[config.mk]
export PLATFORM = sky130hd
export DESIGN_NAME = ws2812_input
export DESIGN_NICKNAME = d
export VERILOG_FILES = /design/src/rtl/ws2812_input.sv
export SDC_FILE = /design/constraint.sdc
export NUM_CORES = 1
export LEC_CHECK = 0
export CORE_AREA = 2 2 111 59
export DETAILED_ROUTE_END_ITERATION = 8
export DIE_AREA = 0 0 113 61
export SYNTH_ARGS = -nofsm -noshare
export SYNTH_HDL_FRONTEND = slang
export SYNTH_SLANG_ARGS = --single-unit
[constraint.sdc]
create_clock -name clk -period 3.5 [get_ports clk]
set_input_delay 0.875 -clock clk [delete_from_list [all_inputs] [get_ports clk]]
set_output_delay 0.875 -clock clk [all_outputs]
set_load 0.02 [all_outputs]
[src/rtl/ws2812_input.sv]
`default_nettype none
// +----------------------------------------------------------------------------+
// | ws2812_input: WS2812 single-wire receiver. It decodes MSB-first bytes and   |
// | flags end-of-frame. The optional WS2812_INPUT_PASSTHRU_EN forwards the line |
// | once CAPTURE_BYTES bytes have been decoded. Rev 1.0                         |
// +----------------------------------------------------------------------------+
module ws2812_input #(
   parameter int INPUT_CLOCK   = 12_000_000,
   parameter int CAPTURE_BYTES = 3
) (
   input  logic       clk,
   input  logic       rst,
   input  logic       in,
   output logic [7:0] data_out,
   output logic       data_valid,
   output logic       frame_end,
   output logic       error,
   output logic       out
);
   localparam int TIME_MIN_HI     = $rtoi(200e-9 * INPUT_CLOCK);
   localparam int TIME_BIT_THRESH = $rtoi(575e-9 * INPUT_CLOCK);
   localparam int TIME_MAX_HI     = $rtoi(2e-6 * INPUT_CLOCK);
   localparam int TIME_RESET      = $rtoi(50e-6 * INPUT_CLOCK);
   localparam int CW              = $clog2(TIME_RESET + 1);
   localparam int BCW             = $clog2(CAPTURE_BYTES + 1);

   localparam logic [CW-1:0]  C_MIN_HI    = CW'(TIME_MIN_HI);
   localparam logic [CW-1:0]  C_THRESH    = CW'(TIME_BIT_THRESH);
   localparam logic [CW-1:0]  C_MAX_HI    = CW'(TIME_MAX_HI);
   localparam logic [CW-1:0]  C_MAX_HI_M1 = CW'(TIME_MAX_HI - 1);
   localparam logic [CW-1:0]  C_RESET     = CW'(TIME_RESET);
   localparam logic [CW-1:0]  C_RESET_M1  = CW'(TIME_RESET - 1);
   localparam logic [BCW-1:0] C_CAP       = BCW'(CAPTURE_BYTES);

   typedef enum logic [1:0] {S_SYNC = 2'd0, S_LOW = 2'd1, S_HIGH = 2'd2} state_t;

   state_t         r_state;
   logic [1:0]     r_sync;
   logic [CW-1:0]  r_hcnt;
   logic [CW-1:0]  r_lcnt;
   logic [7:0]     r_shift;
   logic [2:0]     r_bitcnt;
   logic [BCW-1:0] r_bytecnt;
   logic           r_active;
   logic [7:0]     r_data;
   logic           r_valid;
   logic           r_fend;
   logic           r_error;

   logic           w_s_in;
   logic           w_passthru;
   logic [7:0]     w_shift_nxt;

   assign w_s_in      = r_sync[1];
   assign w_shift_nxt = {r_shift[6:0], (r_hcnt >= C_THRESH)};

`ifdef WS2812_INPUT_PASSTHRU_EN
   assign w_passthru = (r_bytecnt == C_CAP);
   assign out        = w_passthru & w_s_in;
`else
   assign w_passthru = 1'b0;
   assign out        = 1'b0;
`endif

   assign data_out   = r_data;
   assign data_valid = r_valid;
   assign frame_end  = r_fend;
   assign error      = r_error;

   always_ff @(posedge clk) begin
      if (!rst) begin
         r_state   <= S_SYNC;
         r_sync    <= 2'b00;
         r_hcnt    <= '0;
         r_lcnt    <= '0;
         r_shift   <= '0;
         r_bitcnt  <= '0;
         r_bytecnt <= '0;
         r_active  <= 1'b0;
         r_data    <= '0;
         r_valid   <= 1'b0;
         r_fend    <= 1'b0;
         r_error   <= 1'b0;
      end else begin
         r_sync  <= {r_sync[0], in};
         r_valid <= 1'b0;
         r_fend  <= 1'b0;
         r_error <= 1'b0;
         case (r_state)
            S_SYNC: begin
               // Decoding resumes only after a full reset-length low period
               if (w_s_in) begin
                  r_lcnt <= '0;
               end else begin
                  if (r_lcnt != C_RESET) r_lcnt <= r_lcnt + CW'(1);
                  if (r_lcnt == C_RESET_M1) r_state <= S_LOW;
               end
            end
            S_LOW: begin
               if (w_s_in) begin
                  r_state <= S_HIGH;
                  r_hcnt  <= CW'(1);
               end else begin
                  if (r_lcnt != C_RESET) r_lcnt <= r_lcnt + CW'(1);
                  if (r_lcnt == C_RESET_M1 && r_active) begin
                     r_fend    <= 1'b1;
                     r_active  <= 1'b0;
                     r_bitcnt  <= '0;
                     r_bytecnt <= '0;
                  end
               end
            end
            S_HIGH: begin
               if (!w_s_in) begin
                  r_state <= S_LOW;
                  r_lcnt  <= CW'(1);
                  if (r_hcnt < C_MIN_HI) begin
                     r_error  <= 1'b1;
                     r_bitcnt <= '0;
                  end else begin
                     r_active <= 1'b1;
                     r_shift  <= w_shift_nxt;
                     r_bitcnt <= r_bitcnt + 3'd1;
                     if (r_bitcnt == 3'd7 && !w_passthru) begin
                        r_data  <= w_shift_nxt;
                        r_valid <= 1'b1;
                        if (r_bytecnt != C_CAP) r_bytecnt <= r_bytecnt + BCW'(1);
                     end
                  end
               end else begin
                  if (r_hcnt != C_MAX_HI) r_hcnt <= r_hcnt + CW'(1);
                  if (r_hcnt == C_MAX_HI_M1) begin
                     r_error   <= 1'b1;
                     r_bitcnt  <= '0;
                     r_bytecnt <= '0;
                     r_active  <= 1'b0;
                     r_lcnt    <= '0;
                     r_state   <= S_SYNC;
                  end
               end
            end
            default: r_state <= S_SYNC;
         endcase
      end
   end
endmodule
`default_nettype wire

# Word level (Yosys, flattened, before mapping)
# Index checks and enable logic that the tools add are counted.
[totals] inputBits=3 ff_bits=46 elab_cells=84 output_inout_bits=12
[op_classes] reduce_logical=14 bitwise_logic=5 n_eq_ne=16 n_mux=33 add_sub_neg=3 magnitude_cmp=2
[op_table] cell="$mux W10" count=8
[op_table] cell="$pmux W10 S3" count=1
[op_table] cell="$add A10 B1 Y10 const B" count=2
[op_table] cell="$pmux W10 S2" count=1
[op_table] cell="$reduce_and A4 Y1" count=4
[op_table] cell="$mux W3" count=5
[op_table] cell="$ne A2 B2 Y1 const B" count=7
[op_table] cell="$eq A10 B10 Y1 const B" count=1
[op_table] cell="$eq A10 B5 Y1 const B" count=1
[op_table] cell="$ge A10 B3 Y1 const B" count=1
[op_table] cell="$lt A10 B2 Y1 const B" count=1
[op_table] cell="$mux W1" count=10
[op_table] cell="$mux W2" count=5
[op_table] cell="$ne A10 B10 Y1 const B" count=1
[op_table] cell="$ne A10 B5 Y1 const B" count=1
[op_table] cell="$ne A3 B3 Y1 const B" count=2
[op_table] cell="$pmux W2 S3" count=1
[op_table] cell="$pmux W3 S2" count=1
[op_table] cell="$reduce_and A3 Y1" count=2
[op_table] cell="$not A1 Y1" count=5
[op_table] cell="$reduce_and A5 Y1" count=1
[op_table] cell="$reduce_or A4 Y1" count=1
[op_table] cell="$add A3 B1 Y3 const B" count=1
[op_table] cell="$eq A3 B3 Y1 const B" count=1
[op_table] cell="other kinds (9)" count=9

# Longest topological paths before layout
[depth] ltp_word=5 ltp_mapped=8 depth_no_buf=7

# Worst setup path after synthesis
# Ideal clock, no wire load.
[synth_path] kind="reg2reg" startpoint="register r_lcnt[0]" endpoint="register r_bitcnt[0]" setup_slack_ps=1536 synth_period_minus_slack_ps=1964 path_stages_with_launch=7 path_buffers=0 arrival_time_ps=1894 setup_ps=70 required_time_ps=3430 cell_sequence="dfxtp_1 -> ha_1 -> nor4bb_1 -> nand4_1 -> a211o_1 -> or3b_1 -> a21boi_1"
[synth_between] elab_chain_cells=4
[synth_rtl] element="from (decl)" line_no="40" source="logic [CW-1:0] r_lcnt;"
[synth_rtl] element="from (signal assigned)" line_no="95" source="if (r_lcnt != C_RESET) r_lcnt <= r_lcnt + CW'(1);"
[synth_rtl] element="from (signal assigned)" line_no="104" source="if (r_lcnt != C_RESET) r_lcnt <= r_lcnt + CW'(1);"
[synth_rtl] element="$eq A10 B10 Y1" line_no="105" source="if (r_lcnt == C_RESET_M1 && r_active) begin"
[synth_rtl] element="$logic_and A1 B1 Y1" line_no="105"
[synth_rtl] element="$ne A2 B2 Y1 (no line)"
[synth_rtl] element="$reduce_and A4 Y1 (no line)"
[synth_rtl] element="to (signal assigned)" line_no="123" source="r_bitcnt <= r_bitcnt + 3'd1;"
[synth_rtl] element="to (decl)" line_no="42" source="logic [2:0] r_bitcnt;"
# No other way between the ends.
# A chain may end at the register's enable or synchronous reset.

# Worst setup path in the final report
[layout_path] startpoint="register r_hcnt[1]" endpoint="register r_lcnt[2]"
[layout_between] elab_chain_cells=3
[layout_rtl] element="from (decl)" line_no="39" source="logic [CW-1:0] r_hcnt;"
[layout_rtl] element="from (signal assigned)" line_no="131" source="if (r_hcnt != C_MAX_HI) r_hcnt <= r_hcnt + CW'(1);"
[layout_rtl] element="$eq A10 B5 Y1" line_no="132" source="if (r_hcnt == C_MAX_HI_M1) begin"
[layout_rtl] element="$ne A3 B3 Y1 (no line)"
[layout_rtl] element="$reduce_and A3 Y1 (no line)"
# No other way between the ends.

==> impl_metrics.json <==
{
  "status": "finished, violations left",
  "violations": "DRC",
  "drc_markers": 2,
  "wire_length_of_the_first_global_routing_pass_mm": 8.280,
  "die_ht_um": 61,
  "fp.coreArea_um2": 5906,
  "crit_path_max_fanout": 9,
  "top_delay_family_on_crit_path": "compound AO/OA/AOI/OAI gates",
  "synth_seq_cells": 46,
  "timing.final.crit_period_ns": 2.262,
  "final.setup.tns_ns": 0,
  "route.antenna.remaining_nets": 0,
  "vdd.ir_drop.worst_v": 0.0003599,
  "max_clock_freq_mhz": 442.1,
  "port_buffers": 13,
  "yosysSeqAreaShare_pct": 39.48,
  "netlist-cell-type-count": 47,
  "clk_root_buffer_cell": "sky130_fd_sc_hd__clkbuf_16",
  "track_usage_pct": 15.71,
  "synth-edff-count": 0,
  "grt_antenna_before_repair": 0,
  "timing.hold.worst.class": "flip-flop to flip-flop",
  "diodes": 0,
  "worstReg2RegStart": "r_hcnt[1]$_SDFFE_PN0P_",
  "final_cells": 359,
  "clk_transition_reported_paths_ns": 0.06,
  "worst_slew_margin_rel_pct": 57.68,
  "die_w_um": 113,
  "critPathMaxStageDelay_ns": 0.62,
  "synth-xor-area-share_pct": 1.502,
  "synth-adder-area-share_pct": 5.901,
  "place_inst": 351,
  "number_of_global_route_vias_before_repair": 1598,
  "inserted_clock_buffers": 5,
  "floorplan.rows": 20,
  "post_cts_setup_repair_bufs": 0,
  "fin_crit_sh_pct": 64.63,
  "hold_viol_final": 0,
  "globalRouteMet1Util_pct": 25.49,
  "crit_path_cell_trace": "ha_1 -> and3_1 -> nand4b_1 -> a211oi_2 -> nand4b_1 -> a21boi_0",
  "worstMarginPinSlew_ns": 0.6336,
  "grt_busiest_layer": "met1",
  "drv_slew": 0,
  "synth-warning-count": 0,
  "grt.overflow.total": 0,
  "global_route_met3_usage_pct": 4.795,
  "post_synth_inst_count": 269,
  "main_combinational_cell_family_by_area_after_synthesis": "simple AND/OR/NAND/NOR gates",
  "critPathCaptureType": "flip-flop",
  "synth_area_in_compound_gates_pct": 18.83,
  "synthSimpleGateAreaFrac_pct": 27.20,
  "design.die.area_um2": 6893,
  "avgSynthCellArea_um2": 8.670,
  "drt_iter0_markers": 102,
  "post-layout-total-power_mw": 1.413,
  "finalNetCount": 295,
  "postRouteWirelength_mm": 4.990,
  "cts_resized": 0,
  "drive_gt1_share_pct": 6.738,
  "worstSetupStartpointType": "flip-flop",
  "dpl.hpwl_mm": 3.543,
  "p_leak_nw": 0.9865,
  "crit_required_ns": 3.72,
  "ios": 15,
  "detail_route.wl_per_cell_um": 13.90,
  "maximum_number_of_pins_on_one_net_before_global_route_repair": 22,
  "worst-endpoint-arrival_ns": 2.48,
  "nFillCells": 581,
  "crit_top_cell": "sky130_fd_sc_hd__nand4b_1",
  "start_point_of_the_critical_path": "r_hcnt[1]$_SDFFE_PN0P_",
  "hold_start": "r_sync[0]$_SDFF_PN0_",
  "clock_path_buffers": 2,
  "dr_total_vias": 1887,
  "cts.hold.buffers_added": 0,
  "critical_path_class": "flip-flop to flip-flop",
  "final_core_util_pct": 46.19,
  "rsz0062_at_grt": "no",
  "drt-pass1-iter-count": 6,
  "tritoncts": "done",
  "syn_area_um2": 2332,
  "mostFrequentLayoutCell": "sky130_fd_sc_hd__dfxtp_1",
  "power.density_cell_area_nw_per_um2": 518.2,
  "numClockSinks": 46,
  "start_util_pct": 39.49,
  "globalplace.congestion": 0.7812,
  "synthMuxAreaShare_pct": 3.433,
  "postSynth.asyncResetShare_pct": 0,
  "layout_common_cells": "46 x sky130_fd_sc_hd__dfxtp_1, 33 x sky130_fd_sc_hd__nand2_1, 19 x sky130_fd_sc_hd__a21boi_0",
  "area_overhead_vs_synth_pct": 16.95,
  "detail_route.vias_per_cell": 5.256,
  "synth_ff_type": "sky130_fd_sc_hd__dfxtp_1",
  "cts_htree_levels": 2,
  "worst_path_max_delay_cell": "sky130_fd_sc_hd__a211oi_2",
  "groute.layer.met2.usage_pct": 18.99,
  "worstSkewPairLatency_ns": 0.29,
  "final_setup_violation_count": 0,
  "syn_nets": 283,
  "maxCapViolCount": 0,
  "critPathBufInv": 0,
  "worst_clock_skew_ns": 0.007136
}
[power by group]
part | switching, mW | internal (mW)
Clock | 0.207 | 0.410
Combinational | 0.140 | 0.0901
Sequential | 0.0236 | 0.542
Total | 0.371 | 1.04
[stage by stage]
step | setup WS (ns) | hold WS [ns] | area [um2]
finish | 1.238 | 0.4440 | 2728
global route | 0.9847 | 0.4581 | 2728
CTS | 1.214 | 0.4512 | 2728
detailed placement | 1.072 | 0.4398 | 2534
global placement | 1.099 | 0.4464 | 2534
floorplan | 1.536 | 0.4119 | 2332
[final cells by class]
class                      count  area, um2  share of cell area (%)
clock inverter                 3      68.82                   2.523
timing repair buffer          16      152.6                   5.596
inverter                       9      33.78                   1.239
tap                           77      96.34                   3.532
sequential                    46      920.9                   33.76
multi-input combinational    203       1330                   48.76
clock buffer                   5      125.1                   4.587
[logic make-up (layout without fill, tap and decap cells)]
| family | Yosys count | count (layout) |
|---|---|---|
| mux | 8 | 8 |
| fa+ha+maj | 11 | 11 |
| other cells | 1 | 1 |
| xor+xnor | 4 | 4 |
| buf+inv | 20 | 33 |
| compound gates | 61 | 61 |
| simple gates | 118 | 118 |
| flops | 46 | 46 |
[worst register-to-register path, stage by stage, from the launching register on]
cell and delay, ns:
sky130_fd_sc_hd__dfxtp_1 0.47, sky130_fd_sc_hd__ha_1 0.32, sky130_fd_sc_hd__and3_1 0.24, sky130_fd_sc_hd__nand4b_1 0.18
sky130_fd_sc_hd__a211oi_2 0.62, sky130_fd_sc_hd__nand4b_1 0.17, sky130_fd_sc_hd__a21boi_0 0.19
[Yosys cell counts, types with 2 or more instances]
cell / instances / area, um2
sky130_fd_sc_hd__nor2_1: 18 / 67.56
sky130_fd_sc_hd__nand4_1: 4 / 25.02
sky130_fd_sc_hd__nand3b_1: 5 / 37.54
sky130_fd_sc_hd__or2_2: 2 / 12.51
sky130_fd_sc_hd__ha_1: 11 / 137.6
sky130_fd_sc_hd__o211a_1: 2 / 20.02
sky130_fd_sc_hd__dfxtp_1: 46 / 920.9
sky130_fd_sc_hd__a21oi_1: 6 / 30.03
sky130_fd_sc_hd__and2_1: 4 / 25.02
sky130_fd_sc_hd__inv_1: 9 / 33.78
sky130_fd_sc_hd__clkbuf_1: 8 / 30.03
sky130_fd_sc_hd__nand3_1: 14 / 70.07
sky130_fd_sc_hd__xor2_1: 3 / 26.28
sky130_fd_sc_hd__and3_1: 7 / 43.79
sky130_fd_sc_hd__a21boi_0: 19 / 142.6
sky130_fd_sc_hd__mux2i_1: 8 / 80.08
sky130_fd_sc_hd__nand2_1: 33 / 123.9
sky130_fd_sc_hd__nor3_1: 6 / 30.03
sky130_fd_sc_hd__or3_1: 3 / 18.77
sky130_fd_sc_hd__nor2b_1: 10 / 62.56
sky130_fd_sc_hd__nand4b_1: 4 / 35.03
sky130_fd_sc_hd__o21a_1: 4 / 30.03
sky130_fd_sc_hd__o21ai_0: 16 / 80.08
sky130_fd_sc_hd__buf_2: 2 / 10.01
sky130_fd_sc_hd__a31oi_1: 3 / 18.77
[worst paths after layout]
check                      endpoint  slack [ns]  depth (start not counted)
min            r_sync[1]$_SDFF_PN0_        0.44                          1
min reg2reg    r_sync[1]$_SDFF_PN0_        0.44                          1
max          r_lcnt[2]$_SDFFE_PN0P_        1.24                          6
max reg2reg  r_lcnt[2]$_SDFFE_PN0P_        1.24                          6
[flip-flops by register name, indices dropped and copies added (netlist names)]
| signal | count |
|---|---|
| r_hcnt | 10 |
| r_lcnt | 10 |
| data_out | 8 |
| r_shift | 7 |
| r_bitcnt | 3 |
| r_state | 2 |
| r_sync | 2 |
| data_valid | 1 |
| error | 1 |
| frame_end | 1 |
| r_active | 1 |
[metal layers]
| metal | part of all wire (%) | routed length (um) |
|---|---|---|
| met3 | 5.8 | 288 |
| met2 | 35 | 1730 |
| met5 | 0 | 0 |
| met4 | 0.94 | 47 |
| met1 | 59 | 2923 |
Note: power is estimated with default switching activity, not from simulation.
